### config.mk
export PLATFORM = sky130hd
export DESIGN_NAME = register_file_sb_flat
export DESIGN_NICKNAME = d
export VERILOG_FILES = /design/src/rtl/register_file_sb_if.sv /design/src/rtl/register_file_sb.sv /design/src/flat_wrapper.sv
export SDC_FILE = /design/constraint.sdc
export NUM_CORES = 2
export LEC_CHECK = 0
export ABC_AREA = 1
export CORE_UTILIZATION = 36
export CTS_BUF_LIST = sky130_fd_sc_hd__clkbuf_4 sky130_fd_sc_hd__clkbuf_8
export CTS_CLUSTER_SIZE = 24
export DETAILED_ROUTE_END_ITERATION = 10
export GPL_TIMING_DRIVEN = 1
export PLACE_DENSITY = 0.58
export SLEW_MARGIN = 20
export SYNTH_ARGS = -nofsm -noshare
export SYNTH_HDL_FRONTEND = slang
export SYNTH_SLANG_ARGS = --single-unit
### constraint.sdc
create_clock -name clk -period 46.8 [get_ports clk]
set_clock_uncertainty 0.05 [all_clocks]
set_input_delay 9.36 -clock clk [delete_from_list [all_inputs] [get_ports clk]]
set_output_delay 9.36 -clock clk [all_outputs]
set_load 0.05 [all_outputs]
### src/rtl/register_file_sb_if.sv
// Bundle of the register file's writeback, read, issue and scoreboard signals.
// Ports: master drives i_* (decode/writeback side) and observes o_*; slave is the register file.
// Latency: reads, pending and WAW are combinational; pending count is registered. No backpressure.
interface register_file_sb_if #(
  parameter int ADDR_WIDTH = 5,
  parameter int DATA_WIDTH = 32,
  parameter int NUM_RD     = 2
) ();
  // writeback
  logic                             i_we;
  logic [ADDR_WIDTH-1:0]            i_wr_address;
  logic [DATA_WIDTH-1:0]            i_wr_data;
  // read ports, packed with port k at [k*WIDTH +: WIDTH]
  logic [NUM_RD*ADDR_WIDTH-1:0]     i_rd_addr;
  logic [NUM_RD*DATA_WIDTH-1:0]     o_rd_data;
  logic [NUM_RD-1:0]                o_rd_pending;
  // issue / scoreboard
  logic                             i_issue_valid;
  logic [ADDR_WIDTH-1:0]            i_issue_rd;
  logic                             o_issue_waw;
  logic                             i_flush;
  logic [ADDR_WIDTH:0]              o_pending_count;

  modport master (
    output i_we, i_wr_address, i_wr_data, i_rd_addr,
           i_issue_valid, i_issue_rd, i_flush,
    input  o_rd_data, o_rd_pending, o_issue_waw, o_pending_count
  );

  modport slave (
    input  i_we, i_wr_address, i_wr_data, i_rd_addr,
           i_issue_valid, i_issue_rd, i_flush,
    output o_rd_data, o_rd_pending, o_issue_waw, o_pending_count
  );
endinterface

### src/rtl/register_file_sb.sv
// Integer register file with NUM_RD read ports, optional writeback bypass and per-register pending scoreboard.
// Ports: clk, rst (async active-high), rf (slave modport: writeback, packed reads, issue, flush, pending count).
// Latency: reads/pending/WAW combinational (0 cycles); pending count registered (1 cycle). No backpressure: hazards are reported, the caller stalls.
module register_file_sb #(
  parameter int ADDR_WIDTH = 5,
  parameter int DATA_WIDTH = 32,
  parameter int NUM_RD     = 2,
  parameter int BYPASS     = 1
) (
  input  logic               clk,
  input  logic               rst,
  register_file_sb_if.slave  rf
);

  localparam int DEPTH = 1 << ADDR_WIDTH;
  localparam int CW    = ADDR_WIDTH + 1;

  logic [DATA_WIDTH-1:0] regs_q [DEPTH];
  logic [DATA_WIDTH-1:0] regs_d [DEPTH];
  logic [DEPTH-1:0]      pend_q;
  logic [DEPTH-1:0]      pend_d;
  logic [CW-1:0]         count_q;
  logic [CW-1:0]         count_d;

  logic [ADDR_WIDTH-1:0]        rd_addr [NUM_RD];
  logic                         byp_hit [NUM_RD];
  logic [NUM_RD*DATA_WIDTH-1:0] rd_data_c;
  logic [NUM_RD-1:0]            rd_pend_c;

  // Next-state: data write, scoreboard update and the popcount of the new scoreboard.
  always_comb begin
    regs_d = regs_q;
    if (rf.i_we && (rf.i_wr_address != '0)) begin
      regs_d[rf.i_wr_address] = rf.i_wr_data;
    end

    pend_d = pend_q;
    if (rf.i_flush) begin
      // Flush kills every outstanding producer, including one issuing this cycle.
      pend_d = '0;
    end else begin
      // Clear on writeback first so a same-cycle issue to the same register
      // wins: the newer producer is still outstanding.
      if (rf.i_we) begin
        pend_d[rf.i_wr_address] = 1'b0;
      end
      if (rf.i_issue_valid) begin
        pend_d[rf.i_issue_rd] = 1'b1;
      end
    end
    pend_d[0] = 1'b0;

    count_d = '0;
    for (int i = 0; i < DEPTH; i++) begin
      count_d = count_d + CW'(pend_d[i]);
    end
  end

  always_ff @(posedge clk or posedge rst) begin
    if (rst) begin
      for (int i = 0; i < DEPTH; i++) begin
        regs_q[i] <= '0;
      end
      pend_q  <= '0;
      count_q <= '0;
    end else begin
      regs_q  <= regs_d;
      pend_q  <= pend_d;
      count_q <= count_d;
    end
  end

  for (genvar g = 0; g < NUM_RD; g++) begin : g_rd
    assign rd_addr[g] = rf.i_rd_addr[g*ADDR_WIDTH +: ADDR_WIDTH];
    assign byp_hit[g] = (BYPASS != 0) && rf.i_we && (rf.i_wr_address == rd_addr[g]);
  end

  // Read mux. x0 short-circuits to zero / not pending, which also covers a
  // bypassed write to x0.
  always_comb begin
    rd_data_c = '0;
    rd_pend_c = '0;
    for (int k = 0; k < NUM_RD; k++) begin
      if (rd_addr[k] != '0) begin
        if (byp_hit[k]) begin
          rd_data_c[k*DATA_WIDTH +: DATA_WIDTH] = rf.i_wr_data;
        end else begin
          rd_data_c[k*DATA_WIDTH +: DATA_WIDTH] = regs_q[rd_addr[k]];
        end
        rd_pend_c[k] = pend_q[rd_addr[k]] & ~byp_hit[k];
      end
    end
  end

  assign rf.o_rd_data       = rd_data_c;
  assign rf.o_rd_pending    = rd_pend_c;
  // pend_q[0] is always 0, so issue to x0 never reports WAW.
  assign rf.o_issue_waw     = rf.i_issue_valid && pend_q[rf.i_issue_rd];
  assign rf.o_pending_count = count_q;

endmodule

### src/flat_wrapper.sv
// flat-port wrapper written by rule: the top's interface ports become plain ports
module register_file_sb_flat 
#(
  parameter int ADDR_WIDTH = 5,
  parameter int DATA_WIDTH = 32,
  parameter int NUM_RD     = 2,
  parameter int BYPASS     = 1
)
  (clk, rst, rf_i_we, rf_i_wr_address, rf_i_wr_data, rf_i_rd_addr, rf_i_issue_valid, rf_i_issue_rd, rf_i_flush, rf_o_rd_data, rf_o_rd_pending, rf_o_issue_waw, rf_o_pending_count);
  register_file_sb_if #(.ADDR_WIDTH(ADDR_WIDTH), .DATA_WIDTH(DATA_WIDTH), .NUM_RD(NUM_RD)) rf_i ();
  input  logic clk;
  input  logic rst;
  input wire logic [$bits(rf_i.i_we)-1:0] rf_i_we;
  input wire logic [$bits(rf_i.i_wr_address)-1:0] rf_i_wr_address;
  input wire logic [$bits(rf_i.i_wr_data)-1:0] rf_i_wr_data;
  input wire logic [$bits(rf_i.i_rd_addr)-1:0] rf_i_rd_addr;
  input wire logic [$bits(rf_i.i_issue_valid)-1:0] rf_i_issue_valid;
  input wire logic [$bits(rf_i.i_issue_rd)-1:0] rf_i_issue_rd;
  input wire logic [$bits(rf_i.i_flush)-1:0] rf_i_flush;
  output wire logic [$bits(rf_i.o_rd_data)-1:0] rf_o_rd_data;
  output wire logic [$bits(rf_i.o_rd_pending)-1:0] rf_o_rd_pending;
  output wire logic [$bits(rf_i.o_issue_waw)-1:0] rf_o_issue_waw;
  output wire logic [$bits(rf_i.o_pending_count)-1:0] rf_o_pending_count;
  assign rf_i.i_we = rf_i_we;
  assign rf_i.i_wr_address = rf_i_wr_address;
  assign rf_i.i_wr_data = rf_i_wr_data;
  assign rf_i.i_rd_addr = rf_i_rd_addr;
  assign rf_i.i_issue_valid = rf_i_issue_valid;
  assign rf_i.i_issue_rd = rf_i_issue_rd;
  assign rf_i.i_flush = rf_i_flush;
  assign rf_o_rd_data = rf_i.o_rd_data;
  assign rf_o_rd_pending = rf_i.o_rd_pending;
  assign rf_o_issue_waw = rf_i.o_issue_waw;
  assign rf_o_pending_count = rf_i.o_pending_count;
  register_file_sb #(.ADDR_WIDTH(ADDR_WIDTH), .DATA_WIDTH(DATA_WIDTH), .NUM_RD(NUM_RD), .BYPASS(BYPASS)) u_core (.clk(clk), .rst(rst), .rf(rf_i));
endmodule
==> impl_metrics.json <==
{
  "status": "complete, no violations",
  "syn-num-nets": 8828,
  "yosys-mux-area-fraction_pct": 0,
  "stdcell_area_um2": 67300,
  "routedWlPerCell_um": 23.8,
  "synth_fa_ha_area_share_pct": 0.934,
  "min_path_type": "reg2reg",
  "required_ns": 37.39,
  "path_delay_family": "buffers and inverters",
  "crit_chain": "buf_8, buf_4, buf_4, buf_4, or2_2, nand3_1, nand3_1, nand2_1, nor2_1, nand2_1, nand3_1, nand2_1, inv_1, clkdlybuf4s50_1",
  "maxCapViolCount": 0,
  "ys_warn_count": 0,
  "port_buffers": 129,
  "synthArstFlopShare_pct": 100,
  "antenna_found_initial": 12,
  "hold_slack_ns": 0.327,
  "dr.pass1.iters": 6,
  "drive_gt1_share_pct": 7.07,
  "initial_core_util_pct": 36.3,
  "fin_nets": 8506,
  "fmaxAchievable_mhz": 41.4,
  "placed_cell_area_um2": 63400,
  "cts_sinks": 1061,
  "ir_worst_vdd_v": 0.0000273,
  "avgSynthCellArea_um2": 7.02,
  "gp_congestion": 0.883,
  "ctsHoldBuffers": 0,
  "drcViolationCount": 0,
  "finalHoldViolations": 0,
  "ctsRootBufferMaster": "clkbuf_8",
  "cts_tree": "yes",
  "cts_max_path_buffers": 3,
  "grt_pass1_wl_um": 378000,
  "p_leak_nw": 31.2,
  "vias_per_cell": 5.71,
  "synth-simple-area-share_pct": 28.7,
  "syn_area_um2": 61400,
  "period_share_pct": 51.6,
  "drv_slew": 0,
  "grt_pass1_vias": 56900,
  "final_antenna_net_count": 0,
  "critPathSlowestCell": "buf_4",
  "vias": 61500,
  "post_synth_xor_area_fraction_pct": 0.0428,
  "rsz0062_at_grt": "no",
  "slew_headroom_pct": 21.4,
  "setup_viol": 0,
  "arrival_ns": 14.72,
  "worstPathMaxFanout": 114,
  "synth_cell_types": 38,
  "drt_iter0_drc": 8600,
  "areaGrowthSynthToFinish_pct": 9.60,
  "worst_slew_pin_slew_ns": 1.18,
  "path_class": "in2out",
  "crit_path_end_kind": "primary output",
  "ys_seq_area_share_pct": 43.3,
  "grt_max_degree": 218,
  "synth_compound_area_share_pct": 17.0,
  "drt_wl_total_um": 257000,
  "fp.dieH_um": 415,
  "coreArea_um2": 169000,
  "powerDensity_nw_per_um2": 40.3,
  "cts_buffers": 186,
  "synth_flop_cell": "dfrtp_1",
  "crit_path_max_incr_delay_ns": 0.88,
  "clock_latency_ns": 0.97,
  "cts.repair.resized": 0,
  "final.setup.tns_ns": 0,
  "grt-ovfl-total": 0,
  "htree_levels": 4,
  "dieArea_um2": 172000,
  "ys_ff_latch": 1061,
  "synth_top_family_by_area": "simple AND/OR/NAND/NOR gates",
  "critPathBufInv": 6,
  "ios": 130,
  "netlist_instances": 8739,
  "cts.clk_slew.worst_paths_ns": 0.05,
  "start_kind": "primary input",
  "synth_edf_count": 0,
  "hpwl_um": 142000,
  "grtUsageTotal_pct": 29.2,
  "fp.dieW_um": 415,
  "rows": 151,
  "fin_crit_ns": 24.13,
  "cts_setup_buffers": 0
}
==> worst reg2reg max path, cell delays in order (launching register included) <==
cell and delay [ns]:
dfrtp_1 0.53, o21ai_0 0.45, a21oi_1 0.25, fa_1 0.58, inv_1 0.06, fa_1 0.51, inv_1 0.05, fa_1 0.48
inv_1 0.06, fa_1 0.52, fa_1 0.42, fa_1 0.49, inv_1 0.04, ha_1 0.21, fa_1 0.46, a21oi_1 0.19
nor2_1 0.06, nor2_1 0.12, xnor2_1 0.13
==> area by class of cell <==
class / count / area [um^2]
fillers: 17700 / 102000
multi-input cells: 6162 / 28800
flip-flops and latches: 1061 / 26600
clock buffers: 299 / 3680
inverters: 743 / 2830
well taps: 2218 / 2780
repair buffers: 263 / 2360
clock inverters: 27 / 213
diodes: 8 / 20.0
==> through the flow <==
stage                     util [%]  total power (W)  std cells  setup slack (ns)
after global placement        37.4          0.00177      10400             22.85
after floorplan                  -          0.00161       8739              7.52
final                         39.7          0.00271      10800             22.67
after global routing          39.7          0.00285      10800             22.48
after detailed placement      37.4          0.00179      10400             22.86
after CTS                     39.7          0.00271      10800             22.87
==> where the power goes <==
group          switching (W)  leakage [nW]  internal, W
clock network       0.000425          2.07     0.000502
logic               0.000403          15.8     0.000193
registers          0.0000998          13.3      0.00109
total               0.000928          31.2      0.00179
==> sequential cells by signal, indices dropped and copies added, names as in the netlist <==
name / flops
u_core.pend_q: 31
u_core.regs_q: 1024
u_core.rf.o_pending_count: 6
==> synthesized netlist by cell type, types with 4 or more instances <==
cell type	instances	share of area [%]
a21oi_1	291	2.4
a22oi_1	15	0.18
a31oi_1	5	0.051
buf_1	80	0.49
buf_2	292	2.4
buf_4	10	0.12
buf_6	8	0.15
clkbuf_1	382	2.3
dfrtp_1	1061	43
fa_1	23	0.75
ha_1	9	0.18
inv_1	710	4.3
inv_2	33	0.20
nand2_1	2850	17
nand3_1	1127	9.2
nand3b_1	6	0.073
nor2_1	154	0.94
nor2_2	6	0.061
nor2_4	13	0.24
nor3_1	12	0.098
nor3_2	6	0.098
o211ai_1	340	4.2
o21ai_0	1148	9.4
o21ai_1	92	0.75
o21ai_2	4	0.057
o21bai_1	5	0.061
or2_2	41	0.42
==> cells in the final DEF (no fill, tap or decap), types with 6 or more instances in the layout <==
master and instances:
nand2_1 2836, o21ai_0 1148, nand3_1 1125, dfrtp_1 1061
inv_1 706, o211ai_1 340, a21oi_1 291, clkbuf_8 230
nor2_1 148, buf_4 135, clkdlybuf4s50_1 119, o21ai_1 92
clkbuf_4 69, or2_2 41, inv_2 30, fa_1 23
nor2_4 20, nand2_4 15, a22oi_1 15, nor3_1 12
clkinv_2 12, ha_1 9, diode_2 8, inv_6 7
nor3_2 6, inv_8 6, nand3b_1 6, clkinvlp_4 6
==> kinds of logic after synthesis <==
family | Yosys count
AO/OA/AOI/OAI | 1904
XOR/XNOR | 3
adder cells (fa/ha/maj) | 32
buffers and inverters | 1516
flip-flops | 1061
AND/OR/NAND/NOR | 4223
==> layer usage <==
metal | GRT usage [%] | up-vias | wire length (um)
met2 | 44.0 | 3604 | 110000
met5 | 0 | - | 31
li1 | - | 27800 | -
met1 | 38.9 | 29300 | 104000
met3 | 5.73 | 782 | 26800
met4 | 16.7 | 4 | 15600
==> worst paths after layout <==
| check | startpoint | endpoint | slack, ns | cells after the start |
|---|---|---|---|---|
| max reg2reg | u_core.pend_q[29] | u_core.rf.o_pending_count[4] | 41.09 | 18 |
| max in group asynchronous | rst | u_core.regs_q[9] | 34.56 | 5 |
| min in group asynchronous | rst | u_core.regs_q[473] | 8.91 | 2 |
| max | rf_i_rd_addr[0] | rf_o_rd_data[17] | 22.67 | 14 |
| min reg2reg | u_core.regs_q[1018] | u_core.regs_q[1018] | 0.33 | 0 |
| min | u_core.regs_q[1018] | u_core.regs_q[1018] | 0.33 | 0 |
No activity file was read; power rests on OpenSTA's default activity.
